`src/rtl/inst_fetch.sv`:
```
// Instruction fetch: single-outstanding imem requests feeding a one-entry decode slot.
// Optional FETCH_MISALIGN_TRAP_EN halts on misaligned redirect targets instead of aligning them.
//
// state  | meaning
// S_REQ  | may issue a fetch at pc when the decode slot can take the reply
// S_WAIT | one request outstanding; kill marks its reply as stale
// S_HALT | parked after a misaligned redirect (trap build only)
module inst_fetch #(
  parameter logic [31:0] RESET_PC = 32'h0000_0000
) (
  input  logic        clk,
  input  logic        reset,
  output logic        imem_req,
  output logic [31:0] imem_addr,
  input  logic        imem_ready,
  input  logic        imem_rvalid,
  input  logic [31:0] imem_rdata,
  input  logic        redirect_valid,
  input  logic [31:0] redirect_pc,
  output logic        id_valid,
  input  logic        id_ready,
  output logic [31:0] id_inst,
  output logic [31:0] id_pc,
  output logic        fetch_misaligned
);

  typedef enum logic [1:0] {S_REQ, S_WAIT, S_HALT} state_t;

  localparam logic [31:0] NOP = 32'h0000_0013;

  state_t      state;
  logic [31:0] pc;
  logic        kill;
  logic        reply_pending;
  logic        misaligned_redirect;
  logic [31:0] redirect_target;

  assign imem_addr = pc;
  assign imem_req  = reset && (state == S_REQ) && (!id_valid || id_ready) && !redirect_valid;

  // A reply still owed after this cycle must be swallowed once it arrives.
  assign reply_pending = ((state == S_WAIT) || ((state == S_HALT) && kill)) && !imem_rvalid;

`ifdef FETCH_MISALIGN_TRAP_EN
  logic misaligned_q;

  assign misaligned_redirect = |redirect_pc[1:0];
  assign redirect_target     = redirect_pc;
  assign fetch_misaligned    = misaligned_q;

  always_ff @(posedge clk or negedge reset) begin
    if (!reset)
      misaligned_q <= 1'b0;
    else if (redirect_valid)
      misaligned_q <= misaligned_redirect;
  end
`else
  assign misaligned_redirect = 1'b0;
  assign redirect_target     = redirect_pc & 32'hFFFF_FFFC;
  assign fetch_misaligned    = 1'b0;
`endif

  always_ff @(posedge clk or negedge reset) begin
    if (!reset) begin
      state    <= S_REQ;
      pc       <= RESET_PC;
      kill     <= 1'b0;
      id_valid <= 1'b0;
      id_inst  <= NOP;
      id_pc    <= RESET_PC;
    end else if (redirect_valid) begin
      pc       <= redirect_target;
      id_valid <= 1'b0;
      kill     <= reply_pending;
      if (misaligned_redirect)
        state <= S_HALT;
      else if (reply_pending)
        state <= S_WAIT;
      else
        state <= S_REQ;
    end else begin
      if (id_valid && id_ready)
        id_valid <= 1'b0;
      case (state)
        S_REQ: begin
          if (imem_req && imem_ready)
            state <= S_WAIT;
        end
        S_WAIT: begin
          if (imem_rvalid) begin
            state <= S_REQ;
            kill  <= 1'b0;
            if (!kill) begin
              id_inst  <= imem_rdata;
              id_pc    <= pc;
              id_valid <= 1'b1;
              pc       <= pc + 32'd4;
            end
          end
        end
        S_HALT: begin
          if (imem_rvalid)
            kill <= 1'b0;
        end
        default: state <= S_REQ;
      endcase
    end
  end

endmodule

```
`config.mk`:
```
export PLATFORM = sky130hd
export DESIGN_NAME = inst_fetch
export DESIGN_NICKNAME = d
export VERILOG_FILES = /design/src/rtl/inst_fetch.sv
export SDC_FILE = /design/constraint.sdc
export NUM_CORES = 1
export LEC_CHECK = 0
export BUFFER_PORTS_ARGS = -buffer_cell sky130_fd_sc_hd__buf_2
export CAP_MARGIN = 20
export CORE_MARGIN = 1
export CORE_UTILIZATION = 53
export DETAILED_ROUTE_END_ITERATION = 10
export PLACE_DENSITY = 0.86
export SLEW_MARGIN = 10
export SYNTH_ARGS = -nofsm -noshare
export SYNTH_HDL_FRONTEND = slang
export SYNTH_SLANG_ARGS = --single-unit
```
`constraint.sdc`:
```
create_clock -name clk -period 5.1 [get_ports clk]
set_clock_uncertainty 0.05 [all_clocks]
set_input_delay 0.255 -clock clk [delete_from_list [all_inputs] [get_ports clk]]
set_output_delay 0.255 -clock clk [all_outputs]
set_load 0.03 [all_outputs]
```
==> impl_results.md <==
* Status: completed
* Drt pass-1 iters at 4
* Layout cell share with drive strength beyond 1 at 0.483
* Root Driver: clkbuf_8
* Slew Viols, Final at 0
* #FFs+latches synth at 95
* Initial antenna violation count at 0
* Pwr per Cell Area at 484 nW/um2
* CP max FO at 37
* Crit path time final at 2.71 ns
* Register area share after synthesis at 0.551
* Mapped cell area at 4320 um2
* Worst-path clk slew at 0.10 ns
* CP arrival at 2.88 ns
* CTS sink count at 95
* Post-synthesis adder-cell area fraction at 0.00290
* Final #Nets at 588
* Via-to-Cell Ratio at 5.56
* TNS Setup at 0 ns
* Die Y at 92.3 um
* Placer Congestion at 0.788
* CP Capture Type: flop
* Layout area overhead at 24.7%
* Initial DRC Count at 174
* Synth top area cells: dfrtp_1, mux2_2, o31ai_1, nand2_1, or4_1
* Core Region at 7810 um2
* Count of unique library cells instantiated by Yosys at 47
* Routed vias at 3468
* H-tree levels at 3
* Aggregate global-route resource usage at 0.245
* Worst reg2reg path depth at 4
* Syn avg cell area at 11.9 um2
* Clk buf depth at 2
* Peak supply drop at 0.299 mV
* Fmax at 0.369 GHz
* End point of the critical path: id_inst[15]
* Final hold vios at 0
* # setup viols final at 0
* Largest area contributor in the netlist: dfrtp_1
* Worst r2r src: kill
* Num rows at 32
* Leak pwr at 2.54 nW
* Final wirelength at 10000 um
* Area of the die at 8510 um2
* Post-DP HPWL at 7140 um
* Hold Slack at 0.0562 ns
* CTS tree: done
* Starting Density at 0.553
* DRC violations left at 0
* Largest net degree at the start of global routing at 61
* Final period util at 0.531
* Synth Area in Compound Gates at 0.0721
* Synth Area in XOR/XNOR at 0.0203
* Unrepaired setup endpoints after global routing: no
* Simple-gate share of the synthesized area at 0.143
* Mapped Cells at 363
* # IOs at 169
* Total of max-cap violations at 0
* Setup crit start: kill
* Buffers on Ports at 161
* RR Endpoint: id_inst[15]
* Max transition margin at 0.496
* First-pass GRT wire length at 16200 um
* Main combinational cell family by area after synthesis: multiplexers
* CTS buffer count at 9
* CP Class: reg -> reg
* Hold Crit Class: in -> reg
* Die W at 92.3 um
* Worst Path Required at 5.28 ns
* Worst skew pair latency at 0.35 ns
* Post-route ant nets at 0
* Slew @ Worst Pin at 0.756 ns
* Number of diodes at 0
* YS warnings at 0
* Post-synthesis mux area share at 0.171
* DR WL/cell at 16.0 um
* Area share of the largest cell type after synthesis at 0.533
* Vias in the first global route at 3382
* FF-to-FF setup slack at 2.39 ns
* GRT overflow at 0
* Worst setup SP type: flop
[sequential cells by signal, summed over array words and instances, names as in the netlist]
name and cells:
imem_addr 30, id_pc 30, id_valid 1, state 1
id_inst 32, kill 1
[timing repair]
action                    in CTS  in global routing
gates resized for setup        0                  0
hold endpoints to repair      35                  0
buffers inserted               0                  0
hold buffers                   1                  0
[cell families (layout without fill, tap and decap cells)]
kind of cell	after synthesis	in the layout
buf+inv	32	187
fa+ha+maj	1	1
simple gates	111	111
xor+xnor	10	10
other cells	1	5
compound gates	47	47
mux	66	66
flops	95	95
[through the flow]
stage / instances / worst slack, ns / total power (W) / utilization / cell area (um2)
2_1_floorplan: 367 / 3.02 / 0.00176 / - / 4330
3_3_place_gp: 607 / 2.48 / 0.00204 / 0.660 / 5150
3_5_place_dp: 607 / 2.40 / 0.00208 / 0.660 / 5150
4_1_cts: 624 / 2.37 / 0.00263 / 0.690 / 5380
5_1_grt: 624 / 2.18 / 0.00273 / 0.690 / 5380
6_report: 624 / 2.39 / 0.00261 / 0.690 / 5380
[cell type report]
| cell class | count | area (um2) |
|---|---|---|
| fill | 590 | 2420 |
| sequential | 95 | 2380 |
| multi-input combinational | 240 | 1800 |
| timing repair buffer | 164 | 833 |
| clock buffer | 10 | 128 |
| tap | 102 | 128 |
| clock inverter | 6 | 91.3 |
| inverter | 7 | 26.3 |
[where the power goes]
| group | switching [W] | leakage [nW] | internal [W] |
|---|---|---|---|
| registers | 0.000128 | 1.13 | 0.000966 |
| logic | 0.000633 | 1.29 | 0.000328 |
| clock network | 0.000270 | 0.111 | 0.000280 |
[metal layers]
metal  vias up  GRT usage  wire, um
met3        10     0.0390       454
met2       127      0.429      5250
met1      1706      0.309      4160
li1       1625          -         -
met5         -          0         0
met4         0     0.0807       139
[critical path, stage by stage (launching register included)]
cell,delay [ns]
dfrtp_1,0.39
nand3b_1,0.46
nor2_4,0.73
buf_4,0.54
mux2_2,0.40
[Yosys cell counts (all sizes together)]
cell type	count
or3	1
xor2	6
nand4	13
buf	16
ha	1
o31ai	13
dfrtp	92
clkbuf	9
a21o	1
nand3	16
a2bb2oi	1
mux2i	2
and4b	1
a221oi	1
o21ai	12
nand2b	1
a311o	2
a22oi	1
a21boi	1
nand2	25
and4	4
dfstp	3
and2	4
nor3b	1
a31oi	11
nor2b	4
or4	11
nor4b	1
o211ai	2
a21oi	2
nor4	4
mux2	64
and3	4
nor2	16
nor3	2
inv	7
or2	2
conb	1
nand3b	1
xnor2	4
[how the worst min path moves through the flow]
stage                      startpoint          end  slack (ns)  depth (start not counted)
final                     imem_rvalid         kill        0.06                          2
after detailed placement        reset    id_pc[21]        0.20                          1
after floorplan                 reset  id_inst[10]       -0.09                          0
after global routing      imem_rvalid         kill        0.06                          2
after CTS                 imem_rvalid         kill        0.04                          2
after global placement          reset    id_pc[21]        0.20                          1
[cells in the final DEF, fill, tap and decap left out, drive strengths merged, types with 2 or more instances in the layout]
cell type	netlist	final
o31ai	13	13
nand2	25	25
and2	4	4
nor2	16	16
a31oi	11	11
buf	16	163
a311o	2	2
nor2b	4	4
mux2i	2	2
nand3	16	16
nand4	13	13
dfstp	3	3
clkbuf	9	10
a21oi	2	2
nor4	4	4
inv	7	9
nor3	2	2
o211ai	2	2
o21ai	12	12
clkinv	0	2
xnor2	4	4
or2	2	2
or4	11	11
dfrtp	92	92
conb	1	5
and4	4	4
mux2	64	64
bufinv	0	2
xor2	6	6
and3	4	4
Power figures use the tool's default switching activity.
